<file path="config.mk">
export PLATFORM = sky130hd
export DESIGN_NAME = pipe_ctrl_unit_flat
export DESIGN_NICKNAME = d
export VERILOG_FILES = /design/src/rtl/pipe_ctrl_if.sv /design/src/rtl/pipe_ctrl_unit.sv /design/src/flat_wrapper.sv
export SDC_FILE = /design/constraint.sdc
export NUM_CORES = 1
export LEC_CHECK = 0
export CAP_MARGIN = 40
export CORE_ASPECT_RATIO = 0.6
export CORE_MARGIN = 2
export CORE_UTILIZATION = 44
export DETAILED_ROUTE_END_ITERATION = 8
export PLACE_DENSITY = 0.78
export SYNTH_ARGS = -nofsm -noshare
export SYNTH_HDL_FRONTEND = slang
export SYNTH_SLANG_ARGS = --single-unit
</file>
<file path="constraint.sdc">
create_clock -name clk -period 2.9 [get_ports clk]
set_clock_uncertainty 0.2 [all_clocks]
set_input_delay 0.58 -clock clk [delete_from_list [all_inputs] [get_ports clk]]
set_output_delay 0.58 -clock clk [all_outputs]
set_load 0.01 [all_outputs]
</file>
<file path="src/rtl/pipe_ctrl_if.sv">
// Bundle of IF/ID-side inputs and per-stage control outputs of the
// pipelined control unit. The master drives instruction fields, the
// slave (control unit) returns the stage control groups and enables.
interface pipe_ctrl_if #(
  parameter int CNT_W = 16,
  parameter int REG_W = 5
);
  logic [5:0]       opcode;
  logic [REG_W-1:0] id_rs;
  logic [REG_W-1:0] id_rt;
  logic             branch_taken;
  logic [3:0]       idex_ex;
  logic [2:0]       idex_m;
  logic [1:0]       idex_wb;
  logic [2:0]       exmem_m;
  logic [1:0]       exmem_wb;
  logic [1:0]       memwb_wb;
  logic             pc_write;
  logic             ifid_write;
  logic             if_flush;
  logic             illegal_op;
  logic [CNT_W-1:0] stall_cnt;

  modport master (
    output opcode, id_rs, id_rt, branch_taken,
    input  idex_ex, idex_m, idex_wb, exmem_m, exmem_wb, memwb_wb,
           pc_write, ifid_write, if_flush, illegal_op, stall_cnt
  );

  modport slave (
    input  opcode, id_rs, id_rt, branch_taken,
    output idex_ex, idex_m, idex_wb, exmem_m, exmem_wb, memwb_wb,
           pc_write, ifid_write, if_flush, illegal_op, stall_cnt
  );
endinterface

</file>
<file path="src/rtl/pipe_ctrl_unit.sv">
// Pipelined MIPS control unit: decodes the ID opcode, carries EX/M/WB
// control groups through ID/EX, EX/MEM and MEM/WB, detects load-use
// hazards (one-cycle bubble), flushes on taken branch, flags illegal
// opcodes (sticky) and counts stall cycles with saturation.
module pipe_ctrl_unit #(
  parameter bit EXT_ISA = 1'b0,
  parameter int CNT_W   = 16,
  parameter int REG_W   = 5
) (
  input  logic       clk,
  input  logic       rst_n,
  pipe_ctrl_if.slave bus
);

  localparam logic [5:0] OP_RTYPE = 6'b000000;
  localparam logic [5:0] OP_LW    = 6'b100011;
  localparam logic [5:0] OP_SW    = 6'b101011;
  localparam logic [5:0] OP_BEQ   = 6'b000100;
  localparam logic [5:0] OP_NOP   = 6'b100000;
  localparam logic [5:0] OP_ADDI  = 6'b001000;

  logic [3:0]       dec_ex;
  logic [2:0]       dec_m;
  logic [1:0]       dec_wb;
  logic             dec_legal;
  logic             stall;

  logic [3:0]       idex_ex;
  logic [2:0]       idex_m;
  logic [1:0]       idex_wb;
  logic [REG_W-1:0] idex_rt;
  logic [2:0]       exmem_m;
  logic [1:0]       exmem_wb;
  logic [1:0]       memwb_wb;
  logic             illegal_op;
  logic [CNT_W-1:0] stall_cnt;

  // Opcode decode; every don't-care bit is forced to 0 and unknown opcodes become a bubble.
  always_comb begin
    dec_ex    = 4'b0000;
    dec_m     = 3'b000;
    dec_wb    = 2'b00;
    dec_legal = 1'b1;
    case (bus.opcode)
      OP_RTYPE: begin dec_ex = 4'b1100; dec_wb = 2'b10; end
      OP_LW:    begin dec_ex = 4'b0001; dec_m = 3'b010; dec_wb = 2'b11; end
      OP_SW:    begin dec_ex = 4'b0001; dec_m = 3'b001; end
      OP_BEQ:   begin dec_ex = 4'b0010; dec_m = 3'b100; end
      OP_NOP:   ;
      OP_ADDI: begin
        if (EXT_ISA) begin
          dec_ex = 4'b0001;
          dec_wb = 2'b10;
        end else begin
          dec_legal = 1'b0;
        end
      end
      default:  dec_legal = 1'b0;
    endcase
  end

  // Load-use hazard: the load in ID/EX writes a register the ID instruction reads (r0 excluded).
  always_comb begin
    stall = idex_m[1] & ((idex_rt == bus.id_rs) | (idex_rt == bus.id_rt)) & (idex_rt != '0);
  end

  // Stage registers with priority reset > flush > stall > normal advance.
  always_ff @(posedge clk) begin
    if (!rst_n) begin
      idex_ex    <= '0;
      idex_m     <= '0;
      idex_wb    <= '0;
      idex_rt    <= '0;
      exmem_m    <= '0;
      exmem_wb   <= '0;
      memwb_wb   <= '0;
      illegal_op <= 1'b0;
      stall_cnt  <= '0;
    end else if (bus.branch_taken) begin
      idex_ex  <= '0;
      idex_m   <= '0;
      idex_wb  <= '0;
      idex_rt  <= '0;
      exmem_m  <= '0;
      exmem_wb <= '0;
      memwb_wb <= exmem_wb;
    end else if (stall) begin
      idex_ex  <= '0;
      idex_m   <= '0;
      idex_wb  <= '0;
      idex_rt  <= '0;
      exmem_m  <= idex_m;
      exmem_wb <= idex_wb;
      memwb_wb <= exmem_wb;
      if (stall_cnt != '1) begin
        stall_cnt <= stall_cnt + CNT_W'(1);
      end
    end else begin
      idex_ex  <= dec_ex;
      idex_m   <= dec_m;
      idex_wb  <= dec_wb;
      // An illegal opcode enters as a bubble, so it carries no destination either.
      idex_rt  <= dec_legal ? bus.id_rt : '0;
      exmem_m  <= idex_m;
      exmem_wb <= idex_wb;
      memwb_wb <= exmem_wb;
      if (!dec_legal) begin
        illegal_op <= 1'b1;
      end
    end
  end

  // Output drive: a taken branch overrides the stall so the redirected fetch proceeds.
  always_comb begin
    bus.idex_ex    = idex_ex;
    bus.idex_m     = idex_m;
    bus.idex_wb    = idex_wb;
    bus.exmem_m    = exmem_m;
    bus.exmem_wb   = exmem_wb;
    bus.memwb_wb   = memwb_wb;
    bus.illegal_op = illegal_op;
    bus.stall_cnt  = stall_cnt;
    bus.pc_write   = ~stall | bus.branch_taken;
    bus.ifid_write = ~stall | bus.branch_taken;
    bus.if_flush   = bus.branch_taken;
  end

endmodule

</file>
<file path="src/flat_wrapper.sv">
// flat-port wrapper written by rule: the top's interface ports become plain ports
module pipe_ctrl_unit_flat 
#(
  parameter bit EXT_ISA = 1'b0,
  parameter int CNT_W   = 16,
  parameter int REG_W   = 5
)
  (clk, rst_n, bus_opcode, bus_id_rs, bus_id_rt, bus_branch_taken, bus_idex_ex, bus_idex_m, bus_idex_wb, bus_exmem_m, bus_exmem_wb, bus_memwb_wb, bus_pc_write, bus_ifid_write, bus_if_flush, bus_illegal_op, bus_stall_cnt);
  pipe_ctrl_if #(.CNT_W(CNT_W), .REG_W(REG_W)) bus_i ();
  input  logic clk;
  input  logic rst_n;
  input wire logic [$bits(bus_i.opcode)-1:0] bus_opcode;
  input wire logic [$bits(bus_i.id_rs)-1:0] bus_id_rs;
  input wire logic [$bits(bus_i.id_rt)-1:0] bus_id_rt;
  input wire logic [$bits(bus_i.branch_taken)-1:0] bus_branch_taken;
  output wire logic [$bits(bus_i.idex_ex)-1:0] bus_idex_ex;
  output wire logic [$bits(bus_i.idex_m)-1:0] bus_idex_m;
  output wire logic [$bits(bus_i.idex_wb)-1:0] bus_idex_wb;
  output wire logic [$bits(bus_i.exmem_m)-1:0] bus_exmem_m;
  output wire logic [$bits(bus_i.exmem_wb)-1:0] bus_exmem_wb;
  output wire logic [$bits(bus_i.memwb_wb)-1:0] bus_memwb_wb;
  output wire logic [$bits(bus_i.pc_write)-1:0] bus_pc_write;
  output wire logic [$bits(bus_i.ifid_write)-1:0] bus_ifid_write;
  output wire logic [$bits(bus_i.if_flush)-1:0] bus_if_flush;
  output wire logic [$bits(bus_i.illegal_op)-1:0] bus_illegal_op;
  output wire logic [$bits(bus_i.stall_cnt)-1:0] bus_stall_cnt;
  assign bus_i.opcode = bus_opcode;
  assign bus_i.id_rs = bus_id_rs;
  assign bus_i.id_rt = bus_id_rt;
  assign bus_i.branch_taken = bus_branch_taken;
  assign bus_idex_ex = bus_i.idex_ex;
  assign bus_idex_m = bus_i.idex_m;
  assign bus_idex_wb = bus_i.idex_wb;
  assign bus_exmem_m = bus_i.exmem_m;
  assign bus_exmem_wb = bus_i.exmem_wb;
  assign bus_memwb_wb = bus_i.memwb_wb;
  assign bus_pc_write = bus_i.pc_write;
  assign bus_ifid_write = bus_i.ifid_write;
  assign bus_if_flush = bus_i.if_flush;
  assign bus_illegal_op = bus_i.illegal_op;
  assign bus_stall_cnt = bus_i.stall_cnt;
  pipe_ctrl_unit #(.EXT_ISA(EXT_ISA), .CNT_W(CNT_W), .REG_W(REG_W)) u_core (.clk(clk), .rst_n(rst_n), .bus(bus_i));
endmodule
</file>
## Word level (Yosys, flattened, before mapping)

Cells that the tools add are included.

| word-level totals | value |
|---|---|
| register bits after elaboration | 38 |
| latch bits | 0 |
| memory bits (writable) | 0 |
| memory bits (read-only) | 0 |
| input port bits | 19 |
| output and inout port bits | 36 |
| word-level logic and storage cells | 38 |
| memories kept | 0 |

| cells by class | value |
|---|---|
| add/subtract/negate cells | 1 |
| multiply operators | 0 |
| divide/modulo/power cells | 0 |
| $lt $le $gt $ge | 0 |
| eq/ne operators | 7 |
| shift operators | 0 |
| mux-type cells | 4 |
| bitwise gates (word level) | 8 |
| reduce and logical (&&, ||, !) cells | 9 |

Operators with widths:

| kind | number |
|---|---|
| $eq A6 B6 Y1 const B | 3 |
| $add A16 B1 Y16 const B | 1 |
| $ne A16 B16 Y1 const B | 1 |
| $pmux W4 S3 | 1 |
| $eq A5 B5 Y1 | 2 |
| $pmux W3 S3 | 1 |
| $eq A6 B3 Y1 const B | 1 |
| $logic_not A6 Y1 | 1 |
| $reduce_and A3 Y1 | 2 |
| $reduce_bool A5 Y1 | 1 |
| $reduce_or A5 Y1 | 1 |
| $not A1 Y1 | 4 |
| $pmux W2 S2 | 1 |
| $reduce_or A2 Y1 | 2 |
| $reduce_or A4 Y1 | 1 |
| $reduce_or A3 Y1 | 1 |
| $and A1 B1 Y1 | 2 |
| $or A1 B1 Y1 | 2 |
| $mux W1 | 1 |

## Depth between registers and ports, before layout

| logic depth | value |
|---|---|
| depth after elaboration | 6 |
| gate-level depth with buffers | 8 |
| depth with buffers taken out | 6 |

## Least setup slack after synthesis

OpenSTA, ideal clock, no wires.

| timing path | value |
|---|---|
| path type | input to output |
| from | input port bus_id_rs[1] |
| to | output port bus_pc_write |
| arrival | 1.497 ns |
| data required time | 2.120 ns |
| path slack | 0.623 ns |
| cell stages on the path | 6 |
| path through | xor2_1 -> nor3_1 -> a22oi_1 -> or2_1 -> buf_6 -> buf_4 |

| on the way | value |
|---|---|
| cells in the longest elaborated chain, start to end | 6 |

Ends and longest elaborated chain:

| what | line | text |
|---|---|---|
| from (decl) | flat_wrapper.sv:13 | `input wire logic [$bits(bus_i.id_rs)-1:0] bus_id_rs;` |
| $eq A5 B5 Y1 | pipe_ctrl_unit.sv:64 | `stall = idex_m[1] & ((idex_rt == bus.id_rs) \| (idex_rt == bus.id_rt)) & (idex_rt != '0);` |
| $or A1 B1 Y1 | pipe_ctrl_unit.sv:64 |  |
| $and A1 B1 Y1 (2 in series) | pipe_ctrl_unit.sv:64 |  |
| $not A1 Y1 (no source line) | n/a |  |
| $or A1 B1 Y1 | n/a |  |
| to (decl) | flat_wrapper.sv:22 | `output wire logic [$bits(bus_i.pc_write)-1:0] bus_pc_write;` |

Every way passes these cells.

## Final worst setup path

| timing path | value |
|---|---|
| from | input port bus_id_rs[4] |
| to | output port bus_pc_write |

| on the way | value |
|---|---|
| cells in the longest elaborated chain, start to end | 6 |

Ends and longest elaborated chain:

| what | line | text |
|---|---|---|
| $eq A5 B5 Y1 | pipe_ctrl_unit.sv:64 |  |
| $or A1 B1 Y1 | pipe_ctrl_unit.sv:64 |  |
| $and A1 B1 Y1 (2 in series) | pipe_ctrl_unit.sv:64 |  |
| $not A1 Y1 (no source line) | n/a |  |
| $or A1 B1 Y1 | pipe_ctrl_unit.sv:123 | `bus.pc_write = ~stall \| bus.branch_taken;` |

Every way passes these cells.

==> results.py <==
metrics = {
    "power_and_ir_drop": {
        "cell_internal_pwr_w": 0.000739,
        "switching_share": 0.218,
        "max-vdd-ir-drop_mv": 0.200,
        "p_comb_frac": 0.073,
        "clock_power_share": 0.415,
        "total_switching_power_w": 0.000206,
        "p_leak_nw": 0.834,
        "seq_power_share": 0.513,
        "power.density_nw_per_um2": 415,
    },
    "clocking": {
        "clock-sinks": 35,
        "tritoncts_clock_tree": "yes",
        "h-tree-depth": 2,
        "clock_latency_of_the_later_clocked_register_in_the_worst_skew_pair_ns": 0.29,
        "clockBufferDepth": 2,
        "cts_inserted_buffers": 5,
        "clk_transition_reported_paths_ns": 0.07,
        "postCtsHoldBufs": 0,
        "root_cell_of_the_clock_tree": "clkbuf_8",
    },
    "timing": {
        "rsz0062_at_grt": "no",
        "slew_viol_final": 0,
        "post_route_worst_hold_slack_ns": 0.262,
        "final_min_period_ns": 2.78,
        "tns_ns": 0,
        "timing.slew.headroom": 0.657,
        "worst_slew_pin_slew_ns": 0.510,
        "fmaxAchievable_ghz": 0.359,
        "final.period_utilization": 0.960,
        "setup_viol_count_final": 0,
        "finalHoldViolations": 0,
    },
    "worst_setup_path": {
        "timing.critical_path.fanout_max": 2,
        "timing.critical_path.depth": 6,
        "timing.reg2reg.worst_path_depth": 10,
        "worstPathCellList": "clkdlybuf4s50_1, xor2_1, nor3_1, a22oi_1, or2_1, dlygate4sd2_1",
        "cp-end-kind": "output port",
        "rr_endpoint": "u_core.bus.stall_cnt[5]",
        "setup.worst_path.start": "bus_id_rs[4]",
        "critical-path-top-delay-family": "buffers and inverters",
        "critPathCapture": "bus_pc_write",
        "cp_data_required_time_ns": 2.12,
        "timing.critical_path.arrival_ns": 2.00,
        "path_buf_inv": 2,
        "delay_contributed_by_the_slowest_stage_of_the_critical_path_ns": 0.41,
        "timing.setup.critical_path_class": "in2out",
        "crit_slowest_cell": "clkdlybuf4s50_1",
        "r2r_start": "u_core.idex_rt[4]",
        "reg2reg_setup_slack_ns": 0.44,
        "critPathLaunchType": "input pin",
    },
    "floorplan": {
        "ioPinCount": 55,
        "initial_utilization": 0.470,
        "die_h_um": 50.3,
        "die-width_um": 81.2,
        "placeableCoreArea_um2": 3340,
        "die-area_um2": 4080,
        "num_rows": 16,
    },
    "job": {
        "max-cap-violations": 0,
    },
    "outcome": {
        "status": "finished, final reports clean",
    },
    "detailed_routing": {
        "route.antenna.remaining_nets": 0,
        "drc": 0,
        "drtPass1Iterations": 4,
        "avgRoutedWirePerCell_um": 15.1,
        "detail_route.wirelength_um": 4110,
        "dr_total_vias": 1464,
        "detailedRoute.firstIterationViolations": 67,
        "routed_via_density": 5.36,
    },
    "place": {
        "port-buffer-count": 54,
        "hpwl_um": 3130,
        "dp_cells": 262,
        "routabilityCongestion": 0.833,
    },
    "finish": {
        "final_layout_size_suffix_gt1_frac": 0.0921,
        "instances_no_fill": 273,
        "number_of_nets_in_the_finished_design": 247,
        "n_antenna_cell": 0,
        "synthToLayoutAreaGrowth_pct": 45.1,
        "finalCoreUtilization": 0.682,
    },
    "synth": {
        "yosys-top-cells-count": "dfxtp_1, and2_1, xor2_1, a21boi_1, nand2_1",
        "synth.ff_latch_count": 35,
        "fraction_of_the_yosys_area_taken_by_sequential_cells": 0.446,
        "synthCells": 168,
        "yosys.cell_count.top_type": "dfxtp_1",
        "mappedNetlistArea_um2": 1570,
        "synth.top_cell.area_share": 0.446,
        "synth_area_leaders": "dfxtp_1, and2_1, xor2_1",
        "synth_cell_types": 38,
        "synth_async_sr_flop_share": 0,
        "synth-edff-count": 0,
        "yosys_warnings": 0,
        "synth.largest_area_cell": "dfxtp_1",
        "synth.net_count": 188,
        "avg_inst_size_synth_um2": 9.35,
        "postSynth.topFlopCell": "dfxtp_1",
    },
    "hold_path": {
        "hp-class": "reg2reg",
    },
    "global_route": {
        "antenna_found_initial": 0,
        "grt_pass1_vias": 1464,
        "maximum_number_of_pins_on_one_net_before_global_route_repair": 22,
        "globalRouteTotalUtil": 0.224,
        "wire_length_of_the_first_global_routing_pass_um": 6840,
        "gr-total-overflow": 0,
    },
}
## worst register-to-register path, delay by kind of cell (launching register included)
kind / cells / cell delay [ns]
DFF: 1 / 0.36
xor gates and xnor gates: 1 / 0.20
and+or+nand+nor: 3 / 0.74
buffers and inverters: 4 / 0.59
AOI/OAI and AO/OA: 2 / 0.29
## cells by family after synthesis
family | count (synthesis) | share of synthesized area
compound gates | 36 | 0.162
xor+xnor | 11 | 0.0613
fa+ha+maj | 1 | 0.00796
buf+inv | 13 | 0.0525
flops | 35 | 0.446
mux | 1 | 0.00637
simple gates | 71 | 0.264
## worst min-delay path by stage
stage	slack, ns	from	to	cells past startpoint
2_1_floorplan	0.28	u_core.bus.illegal_op	u_core.bus.illegal_op	2
3_3_place_gp	0.24	u_core.bus.illegal_op	u_core.bus.illegal_op	2
3_5_place_dp	0.25	u_core.bus.illegal_op	u_core.bus.illegal_op	2
4_1_cts	0.27	u_core.bus.illegal_op	u_core.bus.illegal_op	2
5_1_grt	0.28	u_core.bus.idex_wb[1]	u_core.bus.exmem_wb[1]	1
6_report	0.26	u_core.bus.idex_wb[1]	u_core.bus.exmem_wb[1]	1
## layer usage
layer	global-route usage	wire length, um	vias to the layer above
met2	0.361	1980	58
li1	-	-	721
met5	0	0	-
met3	0.0612	221	13
met1	0.275	1810	672
met4	0.116	99	0
## layout by cell type, fill, tap and decap left out, types with 2 or more instances in the layout
master,netlist,routed
a21boi_1,9,9
xor2_2,0,2
o31ai_1,7,7
nand4_1,3,3
o21ai_1,3,3
nor4bb_1,2,2
a21boi_0,2,2
dfxtp_1,35,35
nor2b_1,2,2
nor4_1,2,2
or3_1,7,7
clkbuf_8,0,7
nor3_1,3,3
buf_4,7,8
nand2b_1,3,2
and3_1,3,3
nand2_1,9,9
o211ai_1,3,3
inv_1,3,3
xor2_1,10,8
nand3_1,6,6
nor2_1,7,7
clkdlybuf4s50_1,0,49
or4_1,7,7
and2_1,14,14
o21ai_0,5,5
dlymetal6s2s_1,0,3
## metrics by stage
| step | cell area, um2 | total power [W] | worst slack (ns) |
|---|---|---|---|
| after floorplan | 1570 | 0.000518 | 0.623 |
| after global placement | 2130 | 0.000559 | -0.108 |
| after global routing | 2280 | 0.000982 | 0.0403 |
| after CTS | 2260 | 0.000951 | -0.0315 |
| after detailed placement | 2130 | 0.000562 | -0.195 |
| final | 2280 | 0.000945 | 0.117 |
## power groups by stage
stage,Clock [W],Sequential (W),Combinational [W]
after global placement,0,0.000495,0.0000632
after CTS,0.000399,0.000484,0.0000678
after floorplan,0,0.000496,0.0000220
after global routing,0.000423,0.000484,0.0000743
final,0.000392,0.000484,0.0000689
after detailed placement,0,0.000495,0.0000664
## registers in the layout, summed over array words and instances, names as in the netlist
name	flops
u_core.idex_rt	5
u_core.bus.idex_ex	3
u_core.bus.exmem_wb	2
u_core.bus.idex_wb	2
u_core.bus.stall_cnt	16
u_core.bus.illegal_op	1
u_core.bus.idex_m	2
u_core.bus.memwb_wb	2
u_core.bus.exmem_m	2
## repair_timing
item | 4_1_cts | 5_1_grt
setup endpoints to repair | 2 | 2
hold endpoints to repair | 0 | 0
pin swaps | 2 | 4
gates resized for setup | 3 | 7
setup buffers | 2 | 1
## cell type report
type	instances	area (um2)
repair buffers	62	602
clock inverters	1	7.51
inverters	3	11.3
multi-input cells	120	806
clock buffers	7	96.3
flip-flops and latches	35	701
fillers	256	1060
well taps	45	56.3
Power figures use the tool's default switching activity.
